===== src/rtl/lsu_mem_if.sv =====
// lsu_mem_if: MEM-stage load/store unit driving a word-wide
// req/gnt/rvalid data bus with byte enables and load extension.
module lsu_mem_if #(
  parameter int ADDR_W = 32
) (
  input  logic              clk,
  input  logic              rstn,
  input  logic              req_valid,
  output logic              req_ready,
  input  logic              req_we,
  input  logic [2:0]        req_type,
  input  logic [ADDR_W-1:0] req_addr,
  input  logic [31:0]       req_wdata,
  input  logic [4:0]        req_rd,
  output logic              resp_valid,
  output logic [31:0]       resp_rdata,
  output logic [4:0]        resp_rd,
  output logic              resp_err,
  output logic              busy,
  output logic              mem_req,
  input  logic              mem_gnt,
  output logic              mem_we,
  output logic [3:0]        mem_be,
  output logic [ADDR_W-3:0] mem_addr,
  output logic [31:0]       mem_wdata,
  input  logic              mem_rvalid,
  input  logic [31:0]       mem_rdata
);

  localparam logic [2:0] DM_W  = 3'd0;
  localparam logic [2:0] DM_H  = 3'd1;
  localparam logic [2:0] DM_HU = 3'd2;
  localparam logic [2:0] DM_B  = 3'd3;
  localparam logic [2:0] DM_BU = 3'd4;

  typedef enum logic [1:0] {
    S_IDLE,
    S_REQ,
    S_WAIT,
    S_RESP
  } state_t;

  state_t      state;
  state_t      state_nx;
  logic        acc;
  logic        legal;
  logic [3:0]  be_nx;
  logic [31:0] wd_nx;
  logic [2:0]  type_q;
  logic [1:0]  off_q;
  logic [31:0] lane;
  logic [31:0] ld_ext;

  assign req_ready  = (state == S_IDLE);
  assign acc        = req_valid & req_ready;
  assign busy       = (req_valid & ~req_ready)
                    | (state != S_IDLE);
  assign mem_req    = (state == S_REQ);
  assign resp_valid = (state == S_RESP);

  // Unsigned types are load-only; stores of them are illegal.
  always_comb begin
    legal = 1'b0;
    be_nx = 4'b0000;
    wd_nx = req_wdata;
    unique case (req_type)
      DM_W: begin
        legal = (req_addr[1:0] == 2'b00);
        be_nx = 4'b1111;
      end
      DM_H, DM_HU: begin
        legal = ~req_addr[0]
              & ~(req_we & (req_type == DM_HU));
        be_nx = 4'b0011 << {req_addr[1], 1'b0};
        wd_nx = {2{req_wdata[15:0]}};
      end
      DM_B, DM_BU: begin
        legal = ~(req_we & (req_type == DM_BU));
        be_nx = 4'b0001 << req_addr[1:0];
        wd_nx = {4{req_wdata[7:0]}};
      end
      default: ;
    endcase
  end

  always_comb begin
    lane   = mem_rdata >> {off_q, 3'b000};
    ld_ext = lane;
    unique case (1'b1)
      type_q == DM_H:
        ld_ext = {{16{lane[15]}}, lane[15:0]};
      type_q == DM_HU:
        ld_ext = {16'h0000, lane[15:0]};
      type_q == DM_B:
        ld_ext = {{24{lane[7]}}, lane[7:0]};
      type_q == DM_BU:
        ld_ext = {24'h000000, lane[7:0]};
      default: ;
    endcase
  end

  always_comb begin
    state_nx = state;
    unique case (state)
      S_IDLE:
        if (acc)
          state_nx = legal ? S_REQ : S_RESP;
      S_REQ:
        if (mem_gnt)
          state_nx = mem_we ? S_RESP : S_WAIT;
      S_WAIT:
        if (mem_rvalid)
          state_nx = S_RESP;
      S_RESP:
        state_nx = S_IDLE;
      default:
        state_nx = S_IDLE;
    endcase
  end

  always_ff @(posedge clk or negedge rstn) begin
    if (!rstn)
      state <= S_IDLE;
    else
      state <= state_nx;
  end

  always_ff @(posedge clk or negedge rstn) begin
    if (!rstn) begin
      type_q     <= '0;
      off_q      <= '0;
      mem_we     <= 1'b0;
      mem_be     <= '0;
      mem_addr   <= '0;
      mem_wdata  <= '0;
      resp_err   <= 1'b0;
      resp_rdata <= '0;
      resp_rd    <= '0;
    end else if (acc) begin
      type_q     <= req_type;
      off_q      <= req_addr[1:0];
      mem_we     <= req_we & legal;
      mem_be     <= legal ? be_nx : 4'b0000;
      mem_addr   <= req_addr[ADDR_W-1:2];
      mem_wdata  <= legal ? wd_nx : 32'h0;
      resp_err   <= ~legal;
      resp_rdata <= '0;
      resp_rd    <= req_rd;
    end else if ((state == S_WAIT) && mem_rvalid) begin
      resp_rdata <= ld_ext;
    end
  end

endmodule


===== config.mk =====
export PLATFORM = sky130hd
export DESIGN_NAME = lsu_mem_if
export DESIGN_NICKNAME = d
export VERILOG_FILES = /design/src/rtl/lsu_mem_if.sv
export SDC_FILE = /design/constraint.sdc
export NUM_CORES = 1
export LEC_CHECK = 0
export CORE_UTILIZATION = 44
export DETAILED_ROUTE_END_ITERATION = 12
export GPL_ROUTABILITY_DRIVEN = 0
export PLACE_DENSITY = 0.87
export SYNTH_ARGS = -nofsm -noshare
export SYNTH_HDL_FRONTEND = slang
export SYNTH_SLANG_ARGS = --single-unit

===== constraint.sdc =====
create_clock -name clk -period 2.47 [get_ports clk]
set_input_delay 0.494 -clock clk [delete_from_list [all_inputs] [get_ports clk]]
set_output_delay 0.494 -clock clk [all_outputs]
set_load 0.05 [all_outputs]

==> impl_metrics.json, run 1 <==
{
  "routedWlPerCell_um": 17.8,
  "drtPass1Iterations": 5,
  "rsz0062_at_grt": "no",
  "final_cell_count_no_fill": 990,
  "synth_top_family_by_area": "simple AND/OR/NAND/NOR gates",
  "fin_nets": 933,
  "maxSlewHeadroom_pct": 53.0,
  "num_vias": 5421,
  "syn2layout_area_growth_pct": 46.8,
  "wl_met2_mm": 8.79,
  "io_pins": 219,
  "crit_type": "reg2out",
  "grt_pass1_wl_mm": 27.8,
  "fmax_mhz": 447,
  "antenna_left": 0,
  "setup_viol": 0,
  "fill_cells": 985,
  "cts.clk_slew.worst_paths_ps": 70,
  "antenna_found_initial": 0,
  "drive_gt1_share_pct": 6.20,
  "syn_inst": 614,
  "chipWidth_um": 115,
  "final-max-slew-violation-count": 0,
  "wirelength_mm": 17.6,
  "top_layer": "met4",
  "power_density_nw_per_um2": 1400,
  "cts_buffers": 9,
  "synthAdderAreaFrac_pct": 1.11,
  "worstMarginPinSlew_ps": 702,
  "synth_nets": 729,
  "hold_path.class": "in2async",
  "root_buffer": "clkbuf_16",
  "arrival_ps": 1740,
  "drc": 0,
  "fin_tns_setup_ps": 0,
  "grt_pass1_vias": 5513,
  "die_area_sq_um": 13300,
  "crit_fanout": 4,
  "p_leak_uw": 0.00363,
  "synth-seq-cells": 112,
  "synth_top_area_cell": "dfrtp_1",
  "synth_edf_count": 0,
  "drtIter0Drc": 522,
  "clock_sinks": 112,
  "cp-end-kind": "output port",
  "period_share_pct": 90.5,
  "wl_met3_mm": 1.54,
  "dp_hpwl_mm": 13.0,
  "finClkSkew_ps": 7.46,
  "insertion_delay_ps": 360,
  "yosys.area.top_type_share_pct": 49.8,
  "grtUsageTotal_pct": 27.3,
  "placed_cells": 975,
  "port_buffers": 218,
  "max_cap_viol_count": 0,
  "wl_met1_mm": 6.61,
  "routed_via_density": 5.48,
  "cp-start-kind": "flip-flop",
  "yosysWarnings": 0,
  "overflow": 0,
  "ir_drop_mv": 0.836,
  "insertedDiodeCount": 0,
  "synth_flop_cell": "dfrtp_1",
  "synth_mux_area_share_pct": 6.46,
  "yosysSeqAreaShare_pct": 49.8,
  "rows": 40,
  "initial_core_util_pct": 45.9,
  "yosysMostFrequentCell": "nand2_1",
  "multi_input_area_sq_um": 2570,
  "synth_xor_area_share_pct": 0.578,
  "synthTopCellsByCount": "198 x nand2_1, 112 x dfrtp_1, 37 x o21ai_0, 33 x mux2i_1, 26 x nor2_1",
  "status": "finished, final reports clean",
  "synthSimpleGateAreaFrac_pct": 19.5,
  "cts_tree": "built",
  "grt_start_max_net_pins": 85,
  "hold_viol": 0,
  "synthesis.area_sq_um": 5630,
  "clock_path_buffers": 2,
  "cp.required_ps": 1980,
  "period_needed_ps": 2230,
  "regArea_sq_um": 2800,
  "synth_compound_area_share_pct": 17.8,
  "synthArstFlopShare_pct": 100,
  "synth_area_leaders": "dfrtp_1 50%, nand2_1 13%, mux2i_1 5.9%",
  "syn_avg_cell_area_sq_um": 9.17,
  "htree_levels": 3,
  "ys_types": 43,
  "coreArea_sq_um": 12300,
  "die_h_um": 115
}
## worst max-delay path: stages, from the launching register on
cell,delay [ps]
dfrtp_1,410
ha_1,160
clkdlybuf4s50_1,820
## stage by stage
| step | hold slack [ps] | util, % | power [uW] | area [sq um] | setup WS, ps |
|---|---|---|---|---|---|
| final | 119 | 67.4 | 11600 | 8270 | 235 |
| after global routing | 162 | 67.4 | 12200 | 8270 | 183 |
| after CTS | 135 | 67.4 | 11600 | 8260 | 28.9 |
| after detailed placement | 463 | 65.2 | 10200 | 7990 | 10.4 |
| after global placement | 458 | 65.2 | 9970 | 7990 | 127 |
| after floorplan | 198 | - | 7830 | 5630 | 161 |
## sequential cells by signal (all words and copies together) (netlist names)
register,flops
off_q,2
mem_addr,30
resp_rd,5
mem_wdata,32
resp_rdata,32
mem_we,1
type_q,3
state,2
resp_err,1
mem_be,4
## cell type report
class                           count  area share [%]
Tap cell                          168            2.54
Multi-Input combinational cell    446            31.1
Sequential cell                   112            33.9
Inverter                            7           0.318
Clock inverter                      3           0.212
Timing Repair Buffer              242            28.8
Clock buffer                       12            3.10
## per-layer routing
metal  up-vias  GRT usage [%]
met5         -              0
met4         0           13.2
met3        48           8.49
met2       258           48.2
met1      2584           29.8
li1       2531              -
## placed cells by master, fill, tap and decap left out, types with 2 or more instances in the layout
master | Yosys | final
a211o_1 | 7 | 7
a21oi_1 | 18 | 17
a221oi_1 | 12 | 12
a22oi_1 | 3 | 3
a32o_1 | 7 | 7
and3_1 | 2 | 2
buf_12 | 0 | 2
buf_4 | 5 | 24
clkbuf_16 | 0 | 9
clkbuf_8 | 0 | 2
clkdlybuf4s50_1 | 0 | 214
clkinv_2 | 0 | 2
dfrtp_1 | 112 | 112
ha_1 | 5 | 5
inv_1 | 7 | 7
mux2i_1 | 33 | 33
nand2_1 | 198 | 196
nand2_2 | 0 | 2
nand2b_1 | 3 | 3
nand3_1 | 2 | 2
nor2_1 | 26 | 26
nor2b_1 | 19 | 19
nor4b_1 | 8 | 8
o211ai_1 | 16 | 16
o21ai_0 | 37 | 37
o21bai_1 | 2 | 2
o2bb2ai_1 | 7 | 7
o31ai_1 | 24 | 24
xnor2_2 | 2 | 2
## logic make-up (layout without fill, tap and decap cells)
| family | Yosys count | in the layout |
|---|---|---|
| AO/OA/AOI/OAI | 142 | 142 |
| XOR/XNOR | 2 | 2 |
| adder cells (fa/ha/maj) | 5 | 5 |
| buffers and inverters | 56 | 264 |
| flip-flops | 112 | 112 |
| multiplexers | 35 | 35 |
| AND/OR/NAND/NOR | 262 | 262 |
## power by group
part | internal, uW | switching (uW) | leakage, uW
registers | 2610 | 507 | 0.00145
logic | 2340 | 4710 | 0.00205
clock network | 732 | 662 | 0.000134
total | 5680 | 5880 | 0.00363
## final timing paths
check	to	startpoint	slack (ps)	depth (start not counted)
min in group clk	resp_rd[3]	resp_rd[3]	480	2
worst min register to register	resp_rd[3]	resp_rd[3]	480	2
max in group asynchronous	resp_rdata[18]	rstn	1560	2
worst max register to register	resp_rdata[25]	state[1]	320	6
worst min-delay path	mem_addr[28]	rstn	120	1
worst max-delay path	resp_valid	state[1]	240	2
## what timing repair did
item / CTS / global route
hold buffers: 0 / 0
setup buffers: 0 / 0
setup endpoints to repair: 1 / 6
gates resized for setup: 1 / 2
(Power assumes the default switching activity.)
==> run 2: changes to the inputs <==
--- a/config.mk
+++ b/config.mk
@@ -5,10 +5,12 @@
 export SDC_FILE = /design/constraint.sdc
 export NUM_CORES = 1
 export LEC_CHECK = 0
-export CORE_UTILIZATION = 44
+export CELL_PAD_IN_SITES_DETAIL_PLACEMENT = 0
+export CELL_PAD_IN_SITES_GLOBAL_PLACEMENT = 1
+export CORE_UTILIZATION = 32
 export DETAILED_ROUTE_END_ITERATION = 12
 export GPL_ROUTABILITY_DRIVEN = 0
-export PLACE_DENSITY = 0.87
+export PLACE_DENSITY = 0.86
 export SYNTH_ARGS = -nofsm -noshare
 export SYNTH_HDL_FRONTEND = slang
 export SYNTH_SLANG_ARGS = --single-unit
==> impl_metrics.json, run 2 (synthesized netlist as in run 1, its figures left out) <==
{
  "comb_power_share_pct": 60.7,
  "cts_hold_buffers": 0,
  "finClkSkew_ps": 5.42,
  "coreArea_sq_um": 17200,
  "chipWidth_um": 135,
  "crit_fanout": 5,
  "dp_hpwl_mm": 12.5,
  "rows": 48,
  "cts_buffers": 9,
  "clockPowerShare_pct": 12.8,
  "fin_ws_ps": 86.2,
  "cts_tree": "built",
  "maxSlewHeadroom_pct": 49.3,
  "cts_setup_buffers": 0,
  "cpPeakStageDelay_ps": 800,
  "rsz0062_at_grt": "no",
  "wirelength_mm": 17.3,
  "grt_pass1_wl_mm": 27.1,
  "drtPass1Iterations": 4,
  "r2r_end": "mem_addr[14]",
  "insertedDiodeCount": 0,
  "power_uw": 11700,
  "cp_slowest_cell": "clkdlybuf4s50_1",
  "ir_drop_mv": 0.851,
  "hold_path.class": "in2async",
  "root_buffer": "clkbuf_16",
  "die_h_um": 135,
  "final_common_cell": "clkdlybuf4s50_1",
  "overflow": 0,
  "syn2layout_area_growth_pct": 50.2,
  "cp.required_ps": 1980,
  "p_switching_uw": 5860,
  "r2r_cells": 7,
  "p_int_uw": 5800,
  "antenna_found_initial": 0,
  "arrival_ps": 1890,
  "final_cell_count_no_fill": 1053,
  "worstMarginPinSlew_ps": 756,
  "p_leak_uw": 0.00369,
  "seq_power_share_pct": 26.5,
  "period_share_pct": 96.5,
  "path_delay_family": "buffers and inverters",
  "io_pins": 219,
  "cp-end-kind": "output port",
  "grt_pass1_vias": 5003,
  "r2r_start": "state[0]",
  "placed_cells": 1038,
  "place_area_sq_um": 8170,
  "setup_viol": 0,
  "initial_core_util_pct": 32.7,
  "cts_resized": 1,
  "fmax_mhz": 419,
  "insertion_delay_ps": 350,
  "final-max-slew-violation-count": 0,
  "regToRegSetupSlack_ps": 540,
  "num_vias": 5196,
  "place_ws_ps": 107,
  "cts.clk_slew.worst_paths_ps": 80,
  "postLayoutCellArea_sq_um": 8460,
  "grtUsageTotal_pct": 19.3,
  "sw_frac_of_total_pct": 50.3,
  "drc": 0,
  "clock_sinks": 112,
  "grt_start_max_net_pins": 84,
  "die_area_sq_um": 18100,
  "top_regs": "mem_wdata (32), resp_rdata (32), mem_addr (30)",
  "drtIter0Drc": 306,
  "final_cell_mix": "215 x clkdlybuf4s50_1, 197 x nand2_1, 112 x dfrtp_1, 37 x o21ai_0, 33 x mux2i_1",
  "port_buffers": 218,
  "htree_levels": 3,
  "path_buf_inv": 3,
  "routed_via_density": 4.93,
  "fin_nets": 939,
  "crit_type": "reg2out",
  "hold_viol": 0,
  "period_needed_ps": 2380,
  "cp-start-kind": "flip-flop",
  "antenna_left": 0,
  "drive_gt1_share_pct": 6.76,
  "clock_path_buffers": 2,
  "cpMostUsedCell": "inv_1",
  "routedWlPerCell_um": 16.4,
  "worstPathCellList": "inv_1 -> ha_1 -> inv_1 -> clkdlybuf4s50_1",
  "max_cap_viol_count": 0,
  "status": "finished, final reports clean",
  "power_density_nw_per_um2": 1380,
  "fin_tns_setup_ps": 0
}
[run 2: cell count changes in the layout (fill, tap and decap cells not counted), moves of 2 or more]
cell and delta:
buf_12 +5, clkinv_2 -2, clkinv_4 +2, clkbuf_8 -2
[run 2: worst max path at each step]
stage | startpoint | endpoint | slack, ps | depth (start not counted)
6_report | state[0] | busy | 90 | 4
4_1_cts | state[0] | busy | 60 | 4
3_3_place_gp | req_type[0] | mem_wdata[25] | 140 | 6
2_1_floorplan | state[0] | resp_rdata[21] | 160 | 8
5_1_grt | state[0] | busy | 3 | 4
3_5_place_dp | req_type[0] | mem_wdata[18] | 110 | 6
[run 2: area by class of cell]
type                            instances  area, sq um
Clock inverter                          5         66.3
Fill cell                            1659         8770
Inverter                                7         26.3
Sequential cell                       112         2800
Multi-Input combinational cell        446         2570
Tap cell                              225          282
Timing Repair Buffer                  248         2490
Clock buffer                           10          229
[run 2: through the flow]
stage / util (%) / hold WS [ps]
6_report: 49.1 / 91.4
5_1_grt: 49.1 / 116
4_1_cts: 49.1 / 104
3_5_place_dp: 47.4 / 462
3_3_place_gp: 47.4 / 457
2_1_floorplan: - / 198
[run 2: power groups by stage]
stage	logic, uW	registers [uW]	clock network (uW)
after global routing	7530	3200	1630
after CTS	7140	3100	1550
after global placement	7080	3110	0
final	7080	3090	1500
after floorplan	2270	5560	0
after detailed placement	7130	3120	0
[run 2: routing by layer]
layer	track usage [%]	up-vias	wire length, um
met5	0	-	0
met4	5.24	0	247
met3	6.08	18	1530
met2	31.6	185	7970
met1	24.3	2457	7530
li1	-	2536	-
==> run 3: changes to the inputs <==
--- a/config.mk
+++ b/config.mk
@@ -10,6 +10,7 @@
 export CORE_UTILIZATION = 32
 export DETAILED_ROUTE_END_ITERATION = 12
 export GPL_ROUTABILITY_DRIVEN = 0
+export GPL_TIMING_DRIVEN = 0
 export PLACE_DENSITY = 0.86
 export SYNTH_ARGS = -nofsm -noshare
 export SYNTH_HDL_FRONTEND = slang
==> impl_metrics.json, run 3 (synthesized netlist as in run 1, its figures left out) <==
{
  "cp_slowest_cell": "clkdlybuf4s50_1",
  "clock_path_buffers": 2,
  "cp-start-kind": "flip-flop",
  "final_core_util_pct": 48.8,
  "power_uw": 11800,
  "drtPass1Iterations": 5,
  "period_needed_ps": 2390,
  "cp.required_ps": 1980,
  "max_cap_viol_count": 0,
  "die_h_um": 135,
  "grt_pass1_wl_mm": 28.8,
  "hold_viol": 0,
  "postLayoutCellArea_sq_um": 8420,
  "root_buffer": "clkbuf_16",
  "comb_power_share_pct": 61.0,
  "antenna_found_initial": 0,
  "finClkSkew_ps": 3.69,
  "cts_buffers": 9,
  "final_cell_mix": "212 x clkdlybuf4s50_1, 198 x nand2_1, 112 x dfrtp_1, 37 x o21ai_0, 33 x mux2i_1",
  "overflow": 0,
  "power_density_nw_per_um2": 1400,
  "seq_power_share_pct": 26.0,
  "num_vias": 5349,
  "path_delay_family": "buffers and inverters",
  "drc": 0,
  "setup_viol": 0,
  "grt_start_max_net_pins": 92,
  "drtIter0Drc": 282,
  "drive_gt1_share_pct": 5.31,
  "grt_pass1_vias": 5266,
  "htree_levels": 3,
  "insertedDiodeCount": 0,
  "routed_via_density": 4.99,
  "cpMostUsedCell": "inv_1",
  "place_area_sq_um": 8100,
  "die_area_sq_um": 18100,
  "crit_type": "reg2out",
  "period_share_pct": 96.7,
  "path_buf_inv": 3,
  "rsz0062_at_grt": "no",
  "port_buffers": 215,
  "grtUsageTotal_pct": 20.7,
  "cp-end-kind": "output port",
  "fmax_mhz": 418,
  "p_leak_uw": 0.00366,
  "fin_nets": 957,
  "antenna_left": 0,
  "clock_sinks": 112,
  "cts_tree": "built",
  "fill_cells": 1648,
  "p_int_uw": 5840,
  "ir_drop_mv": 0.852,
  "cpPeakStageDelay_ps": 790,
  "wirelength_mm": 18.5,
  "crit_fanout": 5,
  "final_common_cell": "clkdlybuf4s50_1",
  "top_regs": "mem_wdata (32), resp_rdata (32), mem_addr (30)",
  "rows": 48,
  "arrival_ps": 1900,
  "routedWlPerCell_um": 17.2,
  "syn2layout_area_growth_pct": 49.4,
  "coreArea_sq_um": 17200,
  "clockPowerShare_pct": 13.0,
  "fin_tns_setup_ps": 0,
  "chipWidth_um": 135,
  "whs_ps": 477,
  "worstMarginPinSlew_ps": 671,
  "final-max-slew-violation-count": 0,
  "status": "finished, final reports clean",
  "hold_path.class": "reg2reg",
  "worstPathCellList": "inv_1 -> ha_1 -> inv_1 -> clkdlybuf4s50_1",
  "io_pins": 219,
  "maxSlewHeadroom_pct": 55.2,
  "sw_frac_of_total_pct": 50.4,
  "initial_core_util_pct": 32.7,
  "cts.clk_slew.worst_paths_ps": 70,
  "insertion_delay_ps": 350,
  "p_switching_uw": 5950,
  "dp_hpwl_mm": 13.7
}
[run 3: area by class of cell]
| class | count | area [sq um] | area share [%] |
|---|---|---|---|
| repair buffers | 217 | 2190 | 26.0 |
| clock buffers | 11 | 243 | 2.88 |
| well taps | 225 | 282 | 3.35 |
| inverters | 7 | 26.3 | 0.312 |
| plain buffers | 49 | 245 | 2.91 |
| multi-input cells | 446 | 2560 | 30.4 |
| flip-flops and latches | 112 | 2800 | 33.3 |
| clock inverters | 5 | 65.1 | 0.773 |
[run 3: timing repair]
action                     CTS  global route
resized for setup            1             3
hold buffers                 1             0
buffers inserted             0             0
pin swaps                    0             0
setup endpoints to repair    1             5
hold endpoints to repair    21             0
[run 3: layer usage]
metal	share of wire, %	global-route usage [%]	vias to the layer above
met2	46	32.7	195
met3	8.1	5.63	26
met1	44	27.4	2545
li1	-	-	2583
met5	0	0	-
met4	2.0	6.74	0
[run 3: worst paths after layout]
check,from,to,slack [ps],depth (start not counted)
max,state[0],busy,80,4
min,mem_addr[26],mem_addr[26],480,2
max reg2reg,state[0],mem_wdata[21],200,7
min reg2reg,mem_addr[26],mem_addr[26],480,2
max in group asynchronous,rstn,state[1],1160,3
min in group asynchronous,rstn,resp_rdata[22],560,2
[run 3: tightest hold or removal path, delay by kind of cell (launching register included)]
family        cells  cell delay (ps)
simple gates      2              110
flops             1              340
[run 3: power groups by stage]
stage               logic [uW]  clock network (uW)  registers, uW
floorplan                 2270                   0           5560
global placement          7180                   0           3090
detailed placement        7230                   0           3100
CTS                       7240                1570           3070
global route              7650                1650           3160
finish                    7190                1530           3070
[run 3: metrics by stage]
step	worst slack, ps	std cells
detailed placement	-1.56	1055
CTS	37.8	1072
floorplan	161	614
global placement	-3740	1054
global route	0.856	1072
finish	80.3	1072
